[src/rtl/multicycle_control_pkg.sv]
// Shared encodings for the multicycle RV32I control path: states, ALU codes,
// opcodes, mux selects and the per-state Moore control word.
package multicycle_control_pkg;

   typedef enum logic [3:0] {
      S_FETCH    = 4'd0,
      S_DECODE   = 4'd1,
      S_MEMADR   = 4'd2,
      S_MEMREAD  = 4'd3,
      S_MEMWB    = 4'd4,
      S_MEMWRITE = 4'd5,
      S_EXECR    = 4'd6,
      S_EXECI    = 4'd7,
      S_ALUWB    = 4'd8,
      S_JAL      = 4'd9,
      S_JALR     = 4'd10,
      S_LUI      = 4'd11,
      S_BRANCH   = 4'd12,
      S_TRAP     = 4'd13
   } state_t;

   localparam state_t RESET_STATE = S_FETCH;

   // Must stay identical to the ALU's own operation decode.
   localparam logic [3:0] ALU_AND  = 4'b0000;
   localparam logic [3:0] ALU_OR   = 4'b0001;
   localparam logic [3:0] ALU_ADD  = 4'b0010;
   localparam logic [3:0] ALU_SRA  = 4'b0011;
   localparam logic [3:0] ALU_SUB  = 4'b0110;
   localparam logic [3:0] ALU_SLT  = 4'b0111;
   localparam logic [3:0] ALU_SLL  = 4'b1000;
   localparam logic [3:0] ALU_SRL  = 4'b1001;
   localparam logic [3:0] ALU_XOR  = 4'b1010;
   localparam logic [3:0] ALU_SLTU = 4'b1111;

   localparam logic [6:0] OP_LOAD   = 7'b0000011;
   localparam logic [6:0] OP_STORE  = 7'b0100011;
   localparam logic [6:0] OP_R      = 7'b0110011;
   localparam logic [6:0] OP_I      = 7'b0010011;
   localparam logic [6:0] OP_JAL    = 7'b1101111;
   localparam logic [6:0] OP_JALR   = 7'b1100111;
   localparam logic [6:0] OP_BRANCH = 7'b1100011;
   localparam logic [6:0] OP_LUI    = 7'b0110111;
   localparam logic [6:0] OP_AUIPC  = 7'b0010111;

   localparam logic [1:0] SRC_A_PC     = 2'b00;
   localparam logic [1:0] SRC_A_OLD_PC = 2'b01;
   localparam logic [1:0] SRC_A_RS1    = 2'b10;
   localparam logic [1:0] SRC_A_ZERO   = 2'b11;

   localparam logic [1:0] SRC_B_RS2  = 2'b00;
   localparam logic [1:0] SRC_B_IMM  = 2'b01;
   localparam logic [1:0] SRC_B_FOUR = 2'b10;

   localparam logic [1:0] RES_ALU_OUT = 2'b00;
   localparam logic [1:0] RES_MEM     = 2'b01;
   localparam logic [1:0] RES_ALU     = 2'b10;

   localparam logic [2:0] IMM_I = 3'b000;
   localparam logic [2:0] IMM_S = 3'b001;
   localparam logic [2:0] IMM_B = 3'b010;
   localparam logic [2:0] IMM_J = 3'b011;
   localparam logic [2:0] IMM_U = 3'b100;

   typedef enum logic [1:0] {
      ALU_OP_ADD    = 2'd0,
      ALU_OP_BRANCH = 2'd1,
      ALU_OP_FUNCT  = 2'd2
   } alu_op_t;

   typedef struct packed {
      logic       pc_write;
      logic       adr_src;
      logic       mem_write;
      logic       ir_write;
      logic       reg_write;
      logic [1:0] result_src;
      logic [1:0] alu_src_a;
      logic [1:0] alu_src_b;
   } ctrl_t;

   function automatic ctrl_t state_ctrl(input state_t st);
      ctrl_t c;
      c = '0;
      case (st)
         S_FETCH: begin
            c.pc_write   = 1'b1;
            c.ir_write   = 1'b1;
            c.result_src = RES_ALU;
            c.alu_src_a  = SRC_A_PC;
            c.alu_src_b  = SRC_B_FOUR;
         end
         S_DECODE: begin
            c.alu_src_a = SRC_A_OLD_PC;
            c.alu_src_b = SRC_B_IMM;
         end
         S_MEMADR, S_EXECI, S_JALR: begin
            c.alu_src_a = SRC_A_RS1;
            c.alu_src_b = SRC_B_IMM;
         end
         S_MEMREAD:  c.adr_src = 1'b1;
         S_MEMWB: begin
            c.result_src = RES_MEM;
            c.reg_write  = 1'b1;
         end
         S_MEMWRITE: begin
            c.adr_src   = 1'b1;
            c.mem_write = 1'b1;
         end
         S_EXECR, S_BRANCH: begin
            c.alu_src_a = SRC_A_RS1;
            c.alu_src_b = SRC_B_RS2;
         end
         S_ALUWB: begin
            c.result_src = RES_ALU_OUT;
            c.reg_write  = 1'b1;
         end
         S_JAL: begin
            c.pc_write   = 1'b1;
            c.result_src = RES_ALU_OUT;
            c.alu_src_a  = SRC_A_OLD_PC;
            c.alu_src_b  = SRC_B_FOUR;
         end
         S_LUI: begin
            c.alu_src_a = SRC_A_ZERO;
            c.alu_src_b = SRC_B_IMM;
         end
         default: c = '0;
      endcase
      return c;
   endfunction

   function automatic alu_op_t state_alu_op(input state_t st);
      case (st)
         S_EXECR, S_EXECI: return ALU_OP_FUNCT;
         S_BRANCH:         return ALU_OP_BRANCH;
         default:          return ALU_OP_ADD;
      endcase
   endfunction

   function automatic logic [2:0] imm_decode(input logic [6:0] op);
      case (op)
         OP_STORE:         return IMM_S;
         OP_BRANCH:        return IMM_B;
         OP_JAL:           return IMM_J;
         OP_LUI, OP_AUIPC: return IMM_U;
         default:          return IMM_I;
      endcase
   endfunction

endpackage

[src/rtl/multicycle_control_alu_decoder.sv]
// Maps the ALU operation class plus funct fields onto the 4-bit ALU code.
module alu_decoder
   import multicycle_control_pkg::*;
(
   input  alu_op_t    alu_op,
   input  logic [2:0] funct3,
   input  logic       funct7_5,
   input  logic       is_rtype,
   output logic [3:0] alu_control
);

   // Combinational ALU code selection.
   always_comb begin
      alu_control = ALU_ADD;
      case (alu_op)
         ALU_OP_BRANCH: begin
            case (funct3[2:1])
               2'b00:   alu_control = ALU_SUB;
               2'b10:   alu_control = ALU_SLT;
               2'b11:   alu_control = ALU_SLTU;
               default: alu_control = ALU_ADD;
            endcase
         end
         ALU_OP_FUNCT: begin
            case (funct3)
               // Immediate forms have no subtract; instr[30] is part of the imm there.
               3'b000:  alu_control = (is_rtype && funct7_5) ? ALU_SUB : ALU_ADD;
               3'b001:  alu_control = ALU_SLL;
               3'b010:  alu_control = ALU_SLT;
               3'b011:  alu_control = ALU_SLTU;
               3'b100:  alu_control = ALU_XOR;
               3'b101:  alu_control = funct7_5 ? ALU_SRA : ALU_SRL;
               3'b110:  alu_control = ALU_OR;
               3'b111:  alu_control = ALU_AND;
               default: alu_control = ALU_ADD;
            endcase
         end
         default: alu_control = ALU_ADD;
      endcase
   end

endmodule

[src/rtl/multicycle_control.sv]
// Main control FSM of the multicycle RV32I core: one instruction at a time,
// Moore control word registered alongside the state.
module multicycle_control
   import multicycle_control_pkg::*;
(
   input  logic       clk,
   input  logic       resetn,
   input  logic [6:0] opcode,
   input  logic [2:0] funct3,
   input  logic       funct7_5,
   input  logic       zero,
   output logic       pc_write,
   output logic       adr_src,
   output logic       mem_write,
   output logic       ir_write,
   output logic       reg_write,
   output logic [1:0] result_src,
   output logic [1:0] alu_src_a,
   output logic [1:0] alu_src_b,
   output logic [2:0] imm_src,
   output logic [3:0] alu_control,
   output logic       illegal,
   output logic [3:0] state
);

   state_t     state_r;
   state_t     state_next_s;
   ctrl_t      ctrl_r;
   ctrl_t      ctrl_next_s;
   alu_op_t    alu_op_next_s;
   logic [3:0] alu_control_r;
   logic [3:0] alu_control_next_s;
   logic       illegal_r;
   logic       is_rtype_s;
   logic       branch_taken_s;

   assign is_rtype_s    = (opcode == OP_R);
   assign ctrl_next_s   = state_ctrl(state_next_s);
   assign alu_op_next_s = state_alu_op(state_next_s);

   alu_decoder u_alu_decoder (
      .alu_op      (alu_op_next_s),
      .funct3      (funct3),
      .funct7_5    (funct7_5),
      .is_rtype    (is_rtype_s),
      .alu_control (alu_control_next_s)
   );

   // Next-state selection.
   always_comb begin
      state_next_s = state_r;
      case (state_r)
         S_FETCH:  state_next_s = S_DECODE;
         S_DECODE: begin
            case (opcode)
               OP_LOAD, OP_STORE: state_next_s = S_MEMADR;
               OP_R:              state_next_s = S_EXECR;
               OP_I:              state_next_s = S_EXECI;
               OP_JAL:            state_next_s = S_JAL;
               OP_JALR:           state_next_s = S_JALR;
               OP_BRANCH:         state_next_s = (funct3[2:1] == 2'b01) ? S_TRAP : S_BRANCH;
               OP_LUI:            state_next_s = S_LUI;
               OP_AUIPC:          state_next_s = S_ALUWB;
               default:           state_next_s = S_TRAP;
            endcase
         end
         S_MEMADR:   state_next_s = (opcode == OP_LOAD) ? S_MEMREAD : S_MEMWRITE;
         S_MEMREAD:  state_next_s = S_MEMWB;
         S_MEMWB:    state_next_s = S_FETCH;
         S_MEMWRITE: state_next_s = S_FETCH;
         S_EXECR:    state_next_s = S_ALUWB;
         S_EXECI:    state_next_s = S_ALUWB;
         S_ALUWB:    state_next_s = S_FETCH;
         S_JALR:     state_next_s = S_JAL;
         S_JAL:      state_next_s = S_ALUWB;
         S_LUI:      state_next_s = S_ALUWB;
         S_BRANCH:   state_next_s = S_FETCH;
         S_TRAP:     state_next_s = S_TRAP;
         default:    state_next_s = S_TRAP;
      endcase
   end

   // State plus control word; reset preloads FETCH so the first edge fetches.
   always_ff @(posedge clk or negedge resetn) begin
      if (!resetn) begin
         state_r       <= RESET_STATE;
         ctrl_r        <= state_ctrl(RESET_STATE);
         alu_control_r <= ALU_ADD;
         illegal_r     <= 1'b0;
      end else begin
         state_r       <= state_next_s;
         ctrl_r        <= ctrl_next_s;
         alu_control_r <= alu_control_next_s;
         illegal_r     <= (state_next_s == S_TRAP);
      end
   end

   // beq/bge/bgeu take on zero, bne/blt/bltu on !zero.
   assign branch_taken_s = zero ^ funct3[0] ^ funct3[2];

   // Enables are gated by resetn so nothing is written while reset is held.
   assign pc_write    = resetn & (ctrl_r.pc_write | ((state_r == S_BRANCH) & branch_taken_s));
   assign adr_src     = ctrl_r.adr_src;
   assign mem_write   = resetn & ctrl_r.mem_write;
   assign ir_write    = resetn & ctrl_r.ir_write;
   assign reg_write   = resetn & ctrl_r.reg_write;
   assign result_src  = ctrl_r.result_src;
   assign alu_src_a   = ctrl_r.alu_src_a;
   assign alu_src_b   = ctrl_r.alu_src_b;
   assign imm_src     = imm_decode(opcode);
   assign alu_control = alu_control_r;
   assign illegal     = illegal_r;
   assign state       = state_r;

endmodule

[config.mk]
export PLATFORM = sky130hd
export DESIGN_NAME = multicycle_control
export DESIGN_NICKNAME = d
export VERILOG_FILES = /design/src/rtl/multicycle_control_pkg.sv /design/src/rtl/multicycle_control_alu_decoder.sv /design/src/rtl/multicycle_control.sv
export SDC_FILE = /design/constraint.sdc
export NUM_CORES = 1
export LEC_CHECK = 0
export BUFFER_PORTS_ARGS = -buffer_cell sky130_fd_sc_hd__buf_4
export CAP_MARGIN = 20
export CORE_AREA = 2 2 56 58
export CTS_BUF_LIST = sky130_fd_sc_hd__clkbuf_8
export CTS_CLUSTER_SIZE = 24
export DETAILED_ROUTE_END_ITERATION = 7
export DIE_AREA = 0 0 58 60
export GPL_TIMING_DRIVEN = 0
export PLACE_DENSITY = 0.77
export SYNTH_ARGS = -nofsm -noshare
export SYNTH_HDL_FRONTEND = slang
export SYNTH_SLANG_ARGS = --single-unit
[constraint.sdc]
create_clock -name clk -period 2.3 [get_ports clk]
set_clock_uncertainty 0.05 [all_clocks]
set_input_delay 0 -clock clk [delete_from_list [all_inputs] [get_ports clk]]
set_output_delay 0 -clock clk [all_outputs]
set_load 0.1 [all_outputs]
# == Word level (Yosys, flattened, before mapping) ==
# Index checks and enable logic that the tools add are counted.
# totals
ram_bits,0
output_inout_bits,23
ff_bits,20
romBits,0
latch_bits,0
wordCells,98
input_bits,14
mem_count,0
# op_classes
order_cmp,0
shift,0
eq_ne,46
n_reduce_logical,15
n_addsub,0
mux,18
bitwise,8
n_mul,0
n_div,0
# op_table
cell,count
$pmux W4 S8,2
$eq A4 B4 Y1 const B,11
$eq A4 B3 Y1 const B,8
$pmux W4 S7,1
$pmux W4 S6,1
$eq A7 B6 Y1 const B,3
$eq A7 B7 Y1 const B,3
$eq A4 B2 Y1 const B,4
$eq A7 B5 Y1 const B,2
$reduce_or A2 Y1,7
$eq A3 B3 Y1 const B,4
$pmux W3 S4,1
$pmux W4 S3,1
$eq A4 B1 Y1 const B,2
$logic_not A4 Y1,2
$pmux W2 S2,2
$pmux W4 S2,1
$reduce_or A4 Y1,2
$eq A7 B2 Y1 const B,1
$eq A2 B2 Y1 const B,3
$eq A3 B2 Y1 const B,2
$mux W1,6
$mux W3,2
$and A1 B1 Y1,5
other kinds (9),11

# == Longest topological paths before layout ==
# Gate-level depths: netlist of run 1.
# depth
word_depth,9
ltp_mapped,12

# == Modules after synthesis ==
# A second synthesis of run 1 with hierarchy kept.
# unflattened
hier_cells,134
hier_area_um2,1340.0
# modules_own_cells
mod,area_each_um2,cells_per_inst,instances
multicycle_control,1176.1,109,1
alu_decoder,163.9,25,1

# == Least setup slack after synthesis of run 1 ==
# OpenSTA, ideal clock, no wires.
# synth_path
path_kind,register -> register
from,reg state_r[0] (netlist: state[0])
to,reg alu_control_r[0] (netlist: alu_control[0])
n_path_buf,1
arrival_time_ns,2.623
required_time_ns,2.127
slack_ns,-0.496
stages_incl_launch_ff,12
path_cell_list,dfrtp_1 -> buf_2 -> o211ai_1 -> a21o_1 -> o31ai_4 -> nand2_1 -> or2_1 -> ha_1 -> nand2_1 -> nor2_1 -> o21ai_0 -> a21oi_1
# synth_via
elab_chain_cells,8
word_cells_on_any_way,24
# synth_rtl
element,line,text
from (decl),multicycle_control.sv:26,state_t state_r;
from (signal assigned),multicycle_control.sv:91,state_r <= state_next_s;
$eq A4 B4 Y1 / $eq A4 B3 Y1 (equally long branches),multicycle_control.sv:52,case (state_r)
$reduce_or A4 Y1 (no source line),--,
$pmux W4 S7 *,multicycle_control.sv:52,
net state_next_s[2],multicycle_control.sv:27,state_t state_next_s;
$eq A4 B3 Y1,multicycle_control_pkg.sv:134,case (st)
$reduce_or A2 Y1,multicycle_control_pkg.sv:134,
$pmux W2 S2 *,multicycle_control_pkg.sv:134,
$eq A2 B2 Y1 / $eq A2 B1 Y1 (equally long branches),multicycle_control_alu_decoder.sv:15,case (alu_op)
$pmux W4 S2 *,multicycle_control_alu_decoder.sv:15,
net alu_control_next_s[0],multicycle_control.sv:32,logic [3:0] alu_control_next_s;
to (signal assigned),multicycle_control.sv:93,alu_control_r <= alu_control_next_s;
to (decl),multicycle_control.sv:31,logic [3:0] alu_control_r;
# The timed path passes the listed nets; every way through them passes the cells marked *.

# == Worst setup path in the final report of run 1 ==
# layout_path
from,reg state_r[1] (netlist: state[1])
to,reg alu_control_r[0] (netlist: alu_control[0])
# The elaborated chain is that of the path after synthesis.

==> results.yml, run 1 <==
clocking:
  cts-root-buf: "clkbuf_8"
  clk_latency_ns: 0.25
  clock-sinks: 19
  cts_tree: "built"
  clk_path_buf_depth: 2
  cts.htree.levels: 1
  clk_pin_slew_ns: 0.06
  cts_buffers: 3
synth:
  synth_common_cells: "15 x dfrtp_1, 12 x nand2_1, 8 x nor2_1"
  ys_top_cells_by_area: "dfrtp_1 28%, dfstp_2 7.7%, buf_4 3.3%, nand2_1 3.3%, xnor2_1 3.2%"
  synth_edf_count: 0
  syn_area_sq_um: 1360
  synth_largest_area_cell: "dfrtp_1"
  synth-warning-count: 0
  ys_seq_elements: 19
  synth_most_common_cell: "dfrtp_1"
  synth_flop_cell: "dfrtp_1"
  avgSynthCellArea_sq_um: 9.55
  synth-async-reset-ratio: 1.00
  yosysTopAreaCellShare: 0.277
  synth_cell_types: 57
  yosysSeqAreaShare: 0.354
  netlist_instances: 142
  syn_nets: 159
setup_path:
  worst_path_dominant_cell_family: "simple AND/OR/NAND/NOR gates"
  r2r_slack_ns: 0.09
  path_depth: 12
  rr_startpoint: "state[1]"
  rr_worst_depth: 12
  cp.required_ns: 2.39
  crit_path_frequent_cell: "nand2_1"
  path_buf_inv: 2
  max_stage_delay_ns: 0.49
  path_class: "register to register"
  startpoint_type: "register"
  cp_max_fo: 10
  crit_chain: "buf_6, inv_4, nand4_1, a21o_1, o31ai_4, nand2_1, or2_1, ha_4, nand2_1, nor2_1, o21ai_1, a21oi_1"
  cp.arrival_ns: 2.29
  slowest_stage: "dfrtp_4"
  cp-endpoint: "alu_control[0]"
  cp-startpoint: "state[1]"
  end_kind: "register"
  timing.rr.end: "alu_control[0]"
route:
  wl_per_cell_um: 13.8
  drc: 0
  viasPerCell: 5.43
  finalWirelength_um: 3050
  first_pass_iters: 4
  detail-route-antenna-nets: 0
  drt_iter0_drc: 39
  num_vias: 1201
finish:
  drive_above_1_share: 0.468
  nets: 206
  utilization: 0.628
  syn2layout_area_growth_pct: 34.5
  fillers: 246
  final_cells: 221
  diodes: 0
sta:
  setup_viol: 0
  tns_ns: 0
  final-max-slew-violation-count: 0
  min_period_ns: 2.21
  hold_violations: 0
  tightest_slew_ns: 0.501
  setup_slack_ns: 0.0932
  maxSlewHeadroom: 0.661
  fmax_ghz: 0.453
  finalCritPeriodShare: 0.959
global_route:
  grt-ovfl-total: 0
  grt_usage: 0.184
  grt_pass1_wl_um: 4960
  grt_max_degree: 24
  antenna_found_initial: 0
  grt_pass1_vias: 1094
flow_run:
  cap_viol_max_count: 0
placed_design:
  dpl.hpwl_um: 2250
  dp_slack_ns: -0.0131
  place_inst: 210
  port_buffers: 35
  gp_congestion: 0.860
die:
  initial_utilization: 0.467
  num_rows: 20
  ioPinCount: 37
  core_area_sq_um: 2900
  dieArea_sq_um: 3480
  fp.dieH_um: 60
  die_x_um: 58
hold_path:
  min-delay-path-class: "primary input to register"
power_and_ir_drop:
  vdd_drop_max_mv: 1.19
  p_per_area_nw_per_um2: 1250
  cellLeakagePower_nw: 0.801
outcome:
  status: "completed"
[routing by layer]
metal  GRT usage  part of all wire
met5           0                 0
met2       0.310              0.51
met1       0.240              0.43
met3      0.0216             0.048
met4      0.0797             0.013
[tightest hold or removal path: cells and delay by family]
| family | cells | cell delay [ns] |
|---|---|---|
| buffers and inverters | 1 | 0.11 |
| AOI/OAI and AO/OA | 1 | 0.06 |
| and+or+nand+nor | 2 | 0.12 |
[per-stage QoR]
stage | area, sq um | total power [mW] | hold WS, ns
after floorplan | 1410 | 1.73 | -0.346
after global placement | 1710 | 1.99 | -0.167
after detailed placement | 1710 | 2.01 | -0.156
after CTS | 1790 | 2.24 | 0.0321
after global routing | 1820 | 2.40 | 0.0450
final | 1820 | 2.29 | 0.0351
[registers in the layout, indices dropped and copies added, names as in the netlist]
register     count
adr_src          1
alu_control      4
alu_src_a        2
alu_src_b        2
ctrl_r           4
illegal          1
result_src       1
state            4
[worst min path at each step]
stage	from	endpoint	cells after the start
floorplan	resetn	adr_src	0
global placement	resetn	result_src[0]	1
detailed placement	resetn	alu_src_b[0]	1
CTS	funct3[0]	alu_control[0]	4
global route	funct3[0]	alu_control[0]	4
finish	funct3[0]	alu_control[0]	4
[report_power, final]
part           internal (mW)  total, mW  leakage (nW)  switching [mW]
registers              0.459      0.528         0.237          0.0694
clock network          0.118      0.219        0.0269           0.101
logic                  0.466       1.54         0.537            1.07
[final cells by class]
cell class,instances,area (sq um),share of cell area
buffer,11,85.1,0.0466
clock buffer,3,41.3,0.0226
clock inverter,1,3.75,0.00206
inverter,6,27.5,0.0151
multi-input combinational,105,807,0.442
sequential,19,493,0.270
tap,33,41.3,0.0226
timing repair buffer,43,325,0.178
[cells in the final DEF, fill, tap and decap left out, types with 2 or more instances in the layout]
| cell | count |
|---|---|
| a211o_1 | 3 |
| a211oi_1 | 2 |
| a21oi_1 | 6 |
| and2_1 | 6 |
| and3_1 | 4 |
| and3b_4 | 2 |
| buf_2 | 2 |
| buf_4 | 47 |
| buf_6 | 2 |
| clkbuf_8 | 3 |
| dfrtp_1 | 11 |
| dfrtp_4 | 3 |
| dfstp_2 | 4 |
| dlygate4sd3_1 | 2 |
| ha_1 | 2 |
| inv_1 | 3 |
| inv_4 | 2 |
| nand2_1 | 11 |
| nand2_2 | 2 |
| nand2b_1 | 2 |
| nand3_1 | 6 |
| nor2_1 | 8 |
| nor3_2 | 2 |
| nor4_2 | 2 |
| o21ai_0 | 4 |
| o21ai_1 | 3 |
| o21bai_1 | 2 |
| o311ai_1 | 2 |
| xnor2_1 | 5 |
[cell families after synthesis]
| family | Yosys count | synth area share |
|---|---|---|
| flip-flops | 19 | 0.354 |
| AO/OA/AOI/OAI | 38 | 0.240 |
| AND/OR/NAND/NOR | 58 | 0.261 |
| multiplexers | 1 | 0.00830 |
| adder cells (fa/ha/maj) | 3 | 0.0277 |
| buffers and inverters | 18 | 0.0766 |
| XOR/XNOR | 5 | 0.0323 |
[repair_timing]
| action | 4_1_cts | 5_1_grt |
|---|---|---|
| setup endpoints to repair | 1 | 4 |
| gates resized for setup | 0 | 5 |
| setup buffers | 1 | 5 |
| hold buffers | 2 | 0 |
| pin swaps | 0 | 6 |
| hold endpoints to repair | 20 | 0 |
No activity file was read; power rests on OpenSTA's default activity.
==> run 2, diff against run 1 <==
--- a/config.mk
+++ b/config.mk
@@ -7,11 +7,11 @@
 export LEC_CHECK = 0
 export BUFFER_PORTS_ARGS = -buffer_cell sky130_fd_sc_hd__buf_4
 export CAP_MARGIN = 20
-export CORE_AREA = 2 2 56 58
+export CORE_AREA = 2 2 66 50
 export CTS_BUF_LIST = sky130_fd_sc_hd__clkbuf_8
 export CTS_CLUSTER_SIZE = 24
 export DETAILED_ROUTE_END_ITERATION = 7
-export DIE_AREA = 0 0 58 60
+export DIE_AREA = 0 0 68 52
 export GPL_TIMING_DRIVEN = 0
 export PLACE_DENSITY = 0.77
 export SYNTH_ARGS = -nofsm -noshare
==> results.yml, run 2 (synthesis results as in run 1) <==
die:
  die_x_um: 68
  ioPinCount: 37
  initial_utilization: 0.462
  dieArea_sq_um: 3540
  num_rows: 17
  core_area_sq_um: 2940
  fp.dieH_um: 52
finish:
  final_area_sq_um: 1830
  utilization: 0.622
  drive_above_1_share: 0.476
  nets: 203
  layout_common_cells: "44 x buf_4, 11 x dfrtp_1, 10 x nand2_1"
  syn2layout_area_growth_pct: 34.7
  final_common_cell: "buf_4"
  diodes: 0
sta:
  min_period_ns: 2.21
  fmax_ghz: 0.453
  maxSlewHeadroom: 0.696
  final-max-slew-violation-count: 0
  finalCritPeriodShare: 0.959
  setup_viol: 0
  setup_slack_ns: 0.0939
  whs_ns: 0.0364
  tns_ns: 0
  tightest_slew_ns: 0.449
  hold_violations: 0
setup_path:
  rr_worst_depth: 12
  max_stage_delay_ns: 0.49
  cp.arrival_ns: 2.29
  path_depth: 12
  cp-startpoint: "state[1]"
  crit_chain: "buf_6, inv_4, nand4_1, a21o_1, o31ai_4, nand2_1, or2_4, ha_4, nand2_2, nor2_1, o21ai_1, a21oi_1"
  timing.rr.end: "alu_control[0]"
  startpoint_type: "register"
  worst_path_dominant_cell_family: "simple AND/OR/NAND/NOR gates"
  rr_startpoint: "state[1]"
  slowest_stage: "dfrtp_4"
  path_buf_inv: 2
  cp_max_fo: 10
  r2r_slack_ns: 0.09
  cp-endpoint: "alu_control[0]"
  cp.required_ns: 2.39
  path_class: "register to register"
  end_kind: "register"
power_and_ir_drop:
  cellLeakagePower_nw: 0.793
  p_comb_frac: 0.673
  power.share.clock: 0.095
  p_sw_mw: 1.26
  p_seq_frac: 0.232
  vdd_drop_max_mv: 0.675
  swShare: 0.545
  p_per_area_nw_per_um2: 1260
  p_int_mw: 1.05
clocking:
  cts.htree.levels: 1
  clk_path_buf_depth: 2
  cts_buffers: 3
  clk_pin_slew_ns: 0.06
  cts_tree: "built"
  cts-root-buf: "clkbuf_8"
  clk_latency_ns: 0.25
  clock-sinks: 19
route:
  drt_iter0_drc: 44
  num_vias: 1260
  drc: 0
  detail-route-antenna-nets: 0
  first_pass_iters: 4
  viasPerCell: 5.65
  finalWirelength_um: 3200
  wl_per_cell_um: 14.3
global_route:
  grt_pass1_wl_um: 5240
  grt_usage: 0.194
  grt_max_degree: 24
  grt_pass1_vias: 1202
  grt-ovfl-total: 0
  antenna_found_initial: 0
placed_design:
  dp_slack_ns: -0.00209
  gp_congestion: 0.841
  post_dp_cell_area_sq_um: 1720
  dpl.hpwl_um: 2340
  port_buffers: 35
outcome:
  status: "completed"
hold_path:
  min-delay-path-class: "primary input to register"
flow_run:
  cap_viol_max_count: 0
-- run 2: routing by layer --
metal  global-route usage  vias up  wire (um)
met5                    0        -          0
met4               0.0400        0          9
met3               0.0498        2        186
met2                0.351       44       1640
met1                0.231      618       1360
li1                     -      596          -
-- run 2: final cells by class --
class / instances / area (sq um)
fillers: 241 / 1110
multi-input cells: 105 / 826
flip-flops and latches: 19 / 493
repair buffers: 40 / 303
plain buffers: 11 / 85.1
well taps: 38 / 47.5
clock buffers: 3 / 41.3
inverters: 6 / 27.5
clock inverters: 1 / 3.75
-- run 2: worst min path at each step --
stage          cells after the start             end       from  slack [ns]
6_report                           4  alu_control[0]  funct3[0]        0.04
5_1_grt                            4  alu_control[0]  funct3[0]        0.07
4_1_cts                            4  alu_control[0]  funct3[0]        0.02
3_5_place_dp                       1         adr_src     resetn       -0.16
3_3_place_gp                       1         adr_src     resetn       -0.17
2_1_floorplan                      0         adr_src     resetn       -0.35
-- run 2: worst min-delay path, delay by kind of cell --
kind | cells | cell delay (ns)
simple gates | 2 | 0.12
compound gates | 1 | 0.06
buf+inv | 1 | 0.11
-- run 2: power groups by stage --
stage	clock, mW	combinational, mW	sequential [mW]
CTS	0.225	1.52	0.513
floorplan	0	0.974	0.760
global placement	0	1.48	0.517
finish	0.219	1.55	0.533
global route	0.242	1.64	0.544
detailed placement	0	1.50	0.518
-- run 2: through the flow --
step | power [mW] | cells
after global routing | 2.42 | 223
after detailed placement | 2.02 | 215
after global placement | 1.99 | 215
after CTS | 2.26 | 222
after floorplan | 1.73 | 142
final | 2.30 | 223
-- run 2: repair_timing --
| item | CTS | global route |
|---|---|---|
| hold buffers | 2 | 0 |
| gates cloned | 0 | 0 |
| endpoints found under the setup margin | 1 | 3 |
| pin swaps | 0 | 8 |
| resized for setup | 1 | 8 |
| hold endpoints to repair | 20 | 0 |
| buffers inserted | 1 | 2 |
==> run 3, diff against run 2 <==
--- a/config.mk
+++ b/config.mk
@@ -14,6 +14,7 @@
 export DIE_AREA = 0 0 68 52
 export GPL_TIMING_DRIVEN = 0
 export PLACE_DENSITY = 0.77
+export REMOVE_ABC_BUFFERS = 1
 export SYNTH_ARGS = -nofsm -noshare
 export SYNTH_HDL_FRONTEND = slang
 export SYNTH_SLANG_ARGS = --single-unit
==> results.yml, run 3 (synthesis results as in run 1) <==
outcome:
  status: "completed"
global_route:
  grt_max_degree: 24
  grt_pass1_wl_um: 4940
  grt-ovfl-total: 0
  antenna_found_initial: 0
  grt_usage: 0.188
  grt_pass1_vias: 1092
clocking:
  cts.htree.levels: 1
  cts_tree: "built"
  clock-sinks: 19
  clk_path_buf_depth: 2
  cts-root-buf: "clkbuf_8"
  clk_latency_ns: 0.25
  clk_pin_slew_ns: 0.06
  cts_buffers: 3
sta:
  fmax_ghz: 0.462
  whs_ns: 0.0296
  hold_violations: 0
  tightest_slew_ns: 0.475
  min_period_ns: 2.16
  setup_viol: 0
  final-max-slew-violation-count: 0
  rsz0062_at_grt: "false"
  finalCritPeriodShare: 0.941
  maxSlewHeadroom: 0.678
die:
  initial_utilization: 0.462
  fp.dieH_um: 52
  dieArea_sq_um: 3540
  ioPinCount: 37
  core_area_sq_um: 2940
  die_x_um: 68
  num_rows: 17
setup_path:
  cp.required_ns: 2.39
  cp.arrival_ns: 2.25
  cp_max_fo: 7
  path_class: "register to register"
  r2r_slack_ns: 0.14
  end_kind: "register"
  rr_startpoint: "state[2]"
  startpoint_type: "register"
  timing.rr.end: "alu_control[0]"
  rr_worst_depth: 10
route:
  viasPerCell: 5.32
  routed.top_layer: "met4"
  drt_iter0_drc: 30
  drc: 0
  finalWirelength_um: 3180
  num_vias: 1175
  dr_wl_met2_um: 1580
  detail-route-antenna-nets: 0
  wl_met1_um: 1430
  first_pass_iters: 4
  route.met3.wl_um: 152
  wl_per_cell_um: 14.4
finish:
  final_common_cell: "buf_4"
  diodes: 0
  nets: 201
  layout_common_cells: "47 x buf_4, 12 x nand2_1, 11 x dfrtp_1"
  fillers: 245
  syn2layout_area_growth_pct: 29.8
  drive_above_1_share: 0.437
hold_path:
  hold_path_end: "alu_control[3]"
  min-delay-path-class: "primary input to register"
  min_from: "funct3[2]"
  min_path_cells: 3
placed_design:
  gp_congestion: 0.821
  dpl.hpwl_um: 2320
  port_buffers: 36
power_and_ir_drop:
  cellLeakagePower_nw: 0.768
  p_per_area_nw_per_um2: 1300
  p_total_mw: 2.28
  vdd_drop_max_mv: 0.815
flow_run:
  cap_viol_max_count: 0
run 3: final cells by class:
| class | instances | area [sq um] | share of cell area |
|---|---|---|---|
| Clock inverter | 1 | 3.75 | 0.00213 |
| Multi-Input combinational cell | 105 | 785 | 0.446 |
| Timing Repair Buffer | 49 | 373 | 0.212 |
| Inverter | 6 | 25.0 | 0.0142 |
| Tap cell | 38 | 47.5 | 0.0270 |
| Sequential cell | 19 | 485 | 0.276 |
| Clock buffer | 3 | 41.3 | 0.0235 |
run 3: through the flow:
step	instances	setup WS [ns]	util	cell area, sq um	setup TNS (ns)
CTS	216	0.00203	0.583	1710	0
finish	221	0.137	0.600	1760	0
global route	221	0.00525	0.600	1760	0
detailed placement	204	-0.168	0.543	1590	-0.443
floorplan	130	-0.514	-	1270	-2.35
global placement	204	-0.0744	0.543	1590	-0.169
run 3: repair_timing:
item                       CTS  global route
hold buffers                 2             0
setup endpoints to repair    4             4
resized for setup            6             3
hold endpoints to repair    20             0
pin swaps                    1             4
buffers inserted             6             5
run 3: how the worst max path moves through the flow:
stage	start	end
floorplan	state[1]	alu_control[0]
global placement	state[0]	alu_control[0]
detailed placement	state[0]	alu_control[0]
CTS	state[2]	alu_control[0]
global route	state[3]	alu_control[0]
finish	state[2]	alu_control[0]
run 3: layer usage:
layer / vias to the layer above / global-route usage
li1: 587 / -
met1: 556 / 0.242
met2: 30 / 0.317
met3: 2 / 0.0519
met4: 0 / 0.0300
met5: - / 0
run 3: critical path, cell delays in order, from the launching register on:
cell      delay (ns)
dfrtp_2         0.44
nand2b_1        0.19
o311a_4         0.41
inv_4           0.11
nand2_1         0.07
or2_1           0.23
ha_2            0.22
nand2_1         0.09
nor2_1          0.05
o21ai_1         0.12
a21oi_1         0.08
run 3: report_power, final:
| part | total, mW | switching, mW | internal (mW) |
|---|---|---|---|
| sequential | 0.515 | 0.0625 | 0.452 |
| combinational | 1.55 | 1.07 | 0.473 |
| clock | 0.217 | 0.0991 | 0.118 |
